### config.mk
export PLATFORM = sky130hd
export DESIGN_NAME = controle_exibicao_sequencia
export DESIGN_NICKNAME = d
export VERILOG_FILES = /design/src/rtl/pkg_genius.sv /design/src/rtl/contador_tempo.sv /design/src/rtl/controle_exibicao_sequencia.sv
export SDC_FILE = /design/constraint.sdc
export NUM_CORES = 1
export LEC_CHECK = 0
export ABC_CLOCK_PERIOD_IN_PS = 2200
export CORE_MARGIN = 2
export CORE_UTILIZATION = 45
export DETAILED_ROUTE_END_ITERATION = 12
export PLACE_DENSITY = 0.83
export RECOVER_POWER = 50
export SETUP_SLACK_MARGIN = 0.1
export SYNTH_ARGS = -nofsm -noshare
export SYNTH_HDL_FRONTEND = slang
export SYNTH_SLANG_ARGS = --single-unit
### constraint.sdc
create_clock -name clock -period 2.2 [get_ports clock]
set_input_delay 0.33 -clock clock [delete_from_list [all_inputs] [get_ports clock]]
set_output_delay 0.33 -clock clock [all_outputs]
set_load 0.01 [all_outputs]
### src/rtl/pkg_genius.sv
// Shared definitions for the Genius game: FSM state codes used by the playback
// sequencer and by the control unit's debug decoder, plus default display timing.
package pkg_genius;

    typedef enum logic [2:0] {
        S_OCIOSO  = 3'd0,
        S_CARREGA = 3'd1,
        S_ACENDE  = 3'd2,
        S_APAGA   = 3'd3,
        S_AVANCA  = 3'd4,
        S_FIM     = 3'd5
    } estado_t;

    localparam int T_ON_PADRAO  = 1000;
    localparam int T_OFF_PADRAO = 500;

endpackage

### src/rtl/contador_tempo.sv
// Up-counter that times the LED on/off phases; fim flags when the count
// reaches the compare value supplied by the FSM.
module contador_tempo #(
    parameter int CNT_W = 11
) (
    input  logic             clock,
    input  logic             reset,
    input  logic             zera,
    input  logic             conta,
    input  logic [CNT_W-1:0] limite,
    output logic             fim
);

    logic [CNT_W-1:0] r_contagem;

    // NOTE: sequential state uses non-blocking assignments so every flop samples
    // pre-edge values; blocking here would create order-dependent simulation races.
    always_ff @(posedge clock or posedge reset) begin
        if (reset) begin
            r_contagem <= '0;
        end else if (zera) begin
            r_contagem <= '0;
        end else if (conta) begin
            r_contagem <= r_contagem + CNT_W'(1);
        end
    end

    assign fim = (r_contagem == limite);

endmodule

### src/rtl/controle_exibicao_sequencia.sv
// Playback sequencer: walks the sequence RAM from address 0 to the latched
// limit, flashing each stored move on the LEDs for T_ON cycles then blanking T_OFF.
module controle_exibicao_sequencia
    import pkg_genius::*;
#(
    parameter int ADDR_W = 4,
    parameter int CNT_W  = 11,
    parameter int T_ON   = T_ON_PADRAO,
    parameter int T_OFF  = T_OFF_PADRAO
) (
    input  logic              clock,
    input  logic              reset,
    input  logic              iniciar,
    input  logic              abortar,
    input  logic [ADDR_W-1:0] limite,
    input  logic [3:0]        dado_mem,
    output logic [ADDR_W-1:0] endereco,
    output logic [3:0]        leds,
    output logic              ocupado,
    output logic              pronto,
    output logic [2:0]        db_estado
);

    localparam logic [CNT_W-1:0] LIM_ACENDE = CNT_W'(T_ON - 1);
    localparam logic [CNT_W-1:0] LIM_APAGA  = CNT_W'(T_OFF - 1);

    estado_t           r_estado;
    estado_t           w_proximo;
    logic [ADDR_W-1:0] r_endereco;
    logic [ADDR_W-1:0] r_lim_reg;
    logic              w_zera;
    logic              w_conta;
    logic              w_fim_tempo;
    logic [CNT_W-1:0]  w_limite_tempo;
    logic              w_inicio;
    logic              w_ultimo;

    assign w_inicio = (r_estado == S_OCIOSO) && iniciar && !abortar;
    // Compare before incrementing so the address never wraps past the limit.
    assign w_ultimo = (r_endereco == r_lim_reg);

    contador_tempo #(
        .CNT_W (CNT_W)
    ) u_contador_tempo (
        .clock  (clock),
        .reset  (reset),
        .zera   (w_zera),
        .conta  (w_conta),
        .limite (w_limite_tempo),
        .fim    (w_fim_tempo)
    );

    always_ff @(posedge clock or posedge reset) begin
        if (reset) begin
            r_estado <= S_OCIOSO;
        end else begin
            r_estado <= w_proximo;
        end
    end

    // NOTE: every output of this block gets a default before the case, so no
    // path leaves a signal unassigned and no latch is inferred.
    always_comb begin
        w_proximo      = r_estado;
        w_zera         = 1'b0;
        w_conta        = 1'b0;
        w_limite_tempo = LIM_APAGA;
        case (r_estado)
            S_OCIOSO: begin
                if (w_inicio) w_proximo = S_CARREGA;
            end
            S_CARREGA: begin
                w_zera    = 1'b1;
                w_proximo = S_ACENDE;
            end
            S_ACENDE: begin
                w_limite_tempo = LIM_ACENDE;
                if (w_fim_tempo) begin
                    w_zera    = 1'b1;
                    w_proximo = S_APAGA;
                end else begin
                    w_conta = 1'b1;
                end
            end
            S_APAGA: begin
                if (w_fim_tempo) begin
                    w_zera    = 1'b1;
                    w_proximo = S_AVANCA;
                end else begin
                    w_conta = 1'b1;
                end
            end
            S_AVANCA: begin
                w_proximo = w_ultimo ? S_FIM : S_CARREGA;
            end
            S_FIM: begin
                w_proximo = S_OCIOSO;
            end
            default: begin
                w_proximo = S_OCIOSO;
            end
        endcase
        if (abortar) begin
            w_proximo = S_OCIOSO;
            w_zera    = 1'b1;
            w_conta   = 1'b0;
        end
    end

    always_ff @(posedge clock or posedge reset) begin
        if (reset) begin
            r_endereco <= '0;
            r_lim_reg  <= '0;
        end else if (w_inicio) begin
            r_endereco <= '0;
            r_lim_reg  <= limite;
        end else if ((r_estado == S_AVANCA) && !abortar && !w_ultimo) begin
            r_endereco <= r_endereco + ADDR_W'(1);
        end
    end

    always_comb begin
        leds = 4'b0000;
        if (r_estado == S_ACENDE) leds = dado_mem;
    end

    assign endereco  = r_endereco;
    assign ocupado   = (r_estado != S_OCIOSO);
    assign pronto    = (r_estado == S_FIM);
    assign db_estado = r_estado;

endmodule
==> results.toml <==
[run_status]
outcome = "completed"

[placed_design]
gp_congestion = 0.848
dp_hpwl_um = 2170
dp_slack_ns = 0.235
numPortBuffers = 24

[drt]
drcViolationCount = 0
drt_iter0_drc = 61
drtAntennaViolNets = 0
routed_via_density = 6.07
wl_per_cell_um = 14.5
routed_wl_um = 2980
firstDrtPassIters = 4
vias = 1245

[power_and_ir_drop]
p_int_uw = 596
pwr-share-comb = 0.185
p_seq_frac = 0.536
ir_drop_mv = 0.334
switching_share = 0.274
p_per_area_mw_per_mm2 = 494
p_clk_frac = 0.279
p_sw_uw = 224
leakage_nw = 0.751

[timing]
maxSlewHeadroom = 0.222
hold_violations = 0
max_freq_ghz = 0.507
tns_ns = 0
slew_viol_final = 0
rsz0062_at_grt = "false"
worst_slew_pin_slew_ns = 1.17
fin_worst_skew_ns = 0.0115
timing.final.ws_setup_ns = 0.229
period_share = 0.896
setup_viol = 0
finalCriticalPeriod_ns = 1.97

[worst_setup_path]
critical_path.max_stage_delay_ns = 0.52
end_kind = "primary output"
start_kind = "flip-flop"
worstPathRequired_ns = 1.87
path_max_fanout = 3
crit_chain = "nor3b_4 -> and2_1 -> clkdlybuf4s50_1"
crit_family = "buffers and inverters"
crit_slowest_cell = "clkdlybuf4s50_1"
critPathBufInv = 1
worstPathArrival_ns = 1.64
critical_path_class = "flip-flop to primary output"

[floorplan]
pin_count = 25
core_area_mm2 = 0.00276
dieArea_mm2 = 0.00337
initial_core_util = 0.477
die_w_um = 58.1
chipHeight_um = 58.1
rows = 19

[logic_synthesis]
synth-edff-count = 0
synth_cell_types = 38
post_synth.cell_area_avg_um2 = 9.08
ys_warn_count = 0
syn-instance-count = 145
synth_ff_type = "dfrtp_1"
ys_seq_area_frac = 0.418
async_flop_share = 1.00
synth_fp_nets = 159
synth_area_mm2 = 0.00132
ys_seq_elements = 22

[clock_network]
clockRootBuffer = "clkbuf_4"
cts.sinks = 22
clk_path_buf_depth = 2
path_clk_slew_ns = 0.13
clkLatencyLatePin_ns = 0.31
htree_levels = 1
cts_hold_buf = 0
numCtsBuffers = 3
cts_tree = "built"

[global_routing]
gr-usage-all-layers = 0.202
grt_start_max_net_pins = 23
grt_pass1_vias = 1195
grt_pass1_wl_um = 5230
antenna_found_initial = 0
gr-total-overflow = 0

[run]
maxCapViolCount = 0

[cells_and_area]
nets = 189
largest_reg_flops = 11
diodes = 0
drive_above_1_share = 0.0920
layout_common_cells = "dfrtp_1 (22), nand2_1 (21), clkdlybuf4s50_1 (19), nor2_1 (9), xor2_1 (9)"
mostFrequentLayoutCell = "dfrtp_1"
syn_to_final_growth_pct = 26.3

[min_path]
hp-class = "flip-flop to flip-flop"
==> power groups by stage <==
stage	sequential (mW)	clock, mW	combinational [mW]
floorplan	0.447	0	0.0858
global placement	0.447	0	0.147
detailed placement	0.448	0	0.151
CTS	0.440	0.229	0.150
global route	0.443	0.251	0.168
finish	0.440	0.229	0.152
==> final cells by class <==
class | instances | area (µm²)
clock buffer | 4 | 36.3
fill | 226 | 1090
inverter | 2 | 7.51
multi-input combinational | 113 | 723
sequential | 22 | 551
tap | 31 | 38.8
timing repair buffer | 33 | 307
==> routing by layer <==
metal  part of all wire  up-vias  GRT usage
met2               0.50       54      0.326
li1                   -      588          -
met1               0.41      595      0.252
met5                  0        -          0
met4              0.020        0      0.106
met3              0.072        8     0.0424
==> path summary, 6_finish.rpt <==
path | end | from | slack [ns] | cells after the start
worst max register to register | db_estado[2] | db_estado[0] | 0.33 | 6
max in group asynchronous | u_contador_tempo.r_contagem[2] | reset | 0.70 | 3
worst max-delay path | leds[3] | db_estado[0] | 0.23 | 3
worst min register to register | r_lim_reg[0] | r_lim_reg[0] | 0.51 | 2
min in group asynchronous | r_lim_reg[0] | reset | 0.80 | 3
worst min-delay path | r_lim_reg[0] | r_lim_reg[0] | 0.51 | 2
==> what timing repair did <==
item / in CTS / in global routing
resized for setup: 1 / 3
setup endpoints to repair: 1 / 4
setup buffers: 0 / 2
pin swaps: 0 / 1
gates cloned: 0 / 0
==> tightest hold or removal path, stage by stage, from the launching register on <==
cell	delay, ns
dfrtp_1	0.38
nand2_1	0.05
nand2_1	0.06
==> through the flow <==
| stage | hold slack, ns | power [mW] | cells | area, µm² | utilization |
|---|---|---|---|---|---|
| floorplan | 0.319 | 0.533 | 145 | 1320 | - |
| global placement | 0.484 | 0.594 | 199 | 1610 | 0.585 |
| detailed placement | 0.488 | 0.599 | 199 | 1610 | 0.585 |
| CTS | 0.344 | 0.819 | 203 | 1650 | 0.598 |
| global route | 0.530 | 0.862 | 205 | 1660 | 0.603 |
| finish | 0.513 | 0.821 | 205 | 1660 | 0.603 |
==> Yosys cell counts (3+ instances only) <==
library cell	number	area [µm²]
nor2_1	9	33.8
o21ai_0	7	35.0
nand4_1	3	18.8
a211oi_1	5	37.5
and3b_1	3	26.3
nand2_1	21	78.8
nor3b_1	3	22.5
dfrtp_1	22	551
o211ai_1	4	30.0
and2_1	4	25.0
nand3_1	7	35.0
or3_1	6	37.5
clkbuf_1	4	15.0
xor2_1	9	78.8
a21oi_1	6	30.0
==> cell families after synthesis <==
family | after synthesis | share of synthesized area
AOI/OAI and AO/OA | 28 | 0.142
xor gates and xnor gates | 10 | 0.0665
adders and majority gates | 2 | 0.0190
buffers and inverters | 10 | 0.0323
DFF | 22 | 0.418
muxes | 2 | 0.0152
and+or+nand+nor | 71 | 0.307
(Power assumes the default switching activity.)
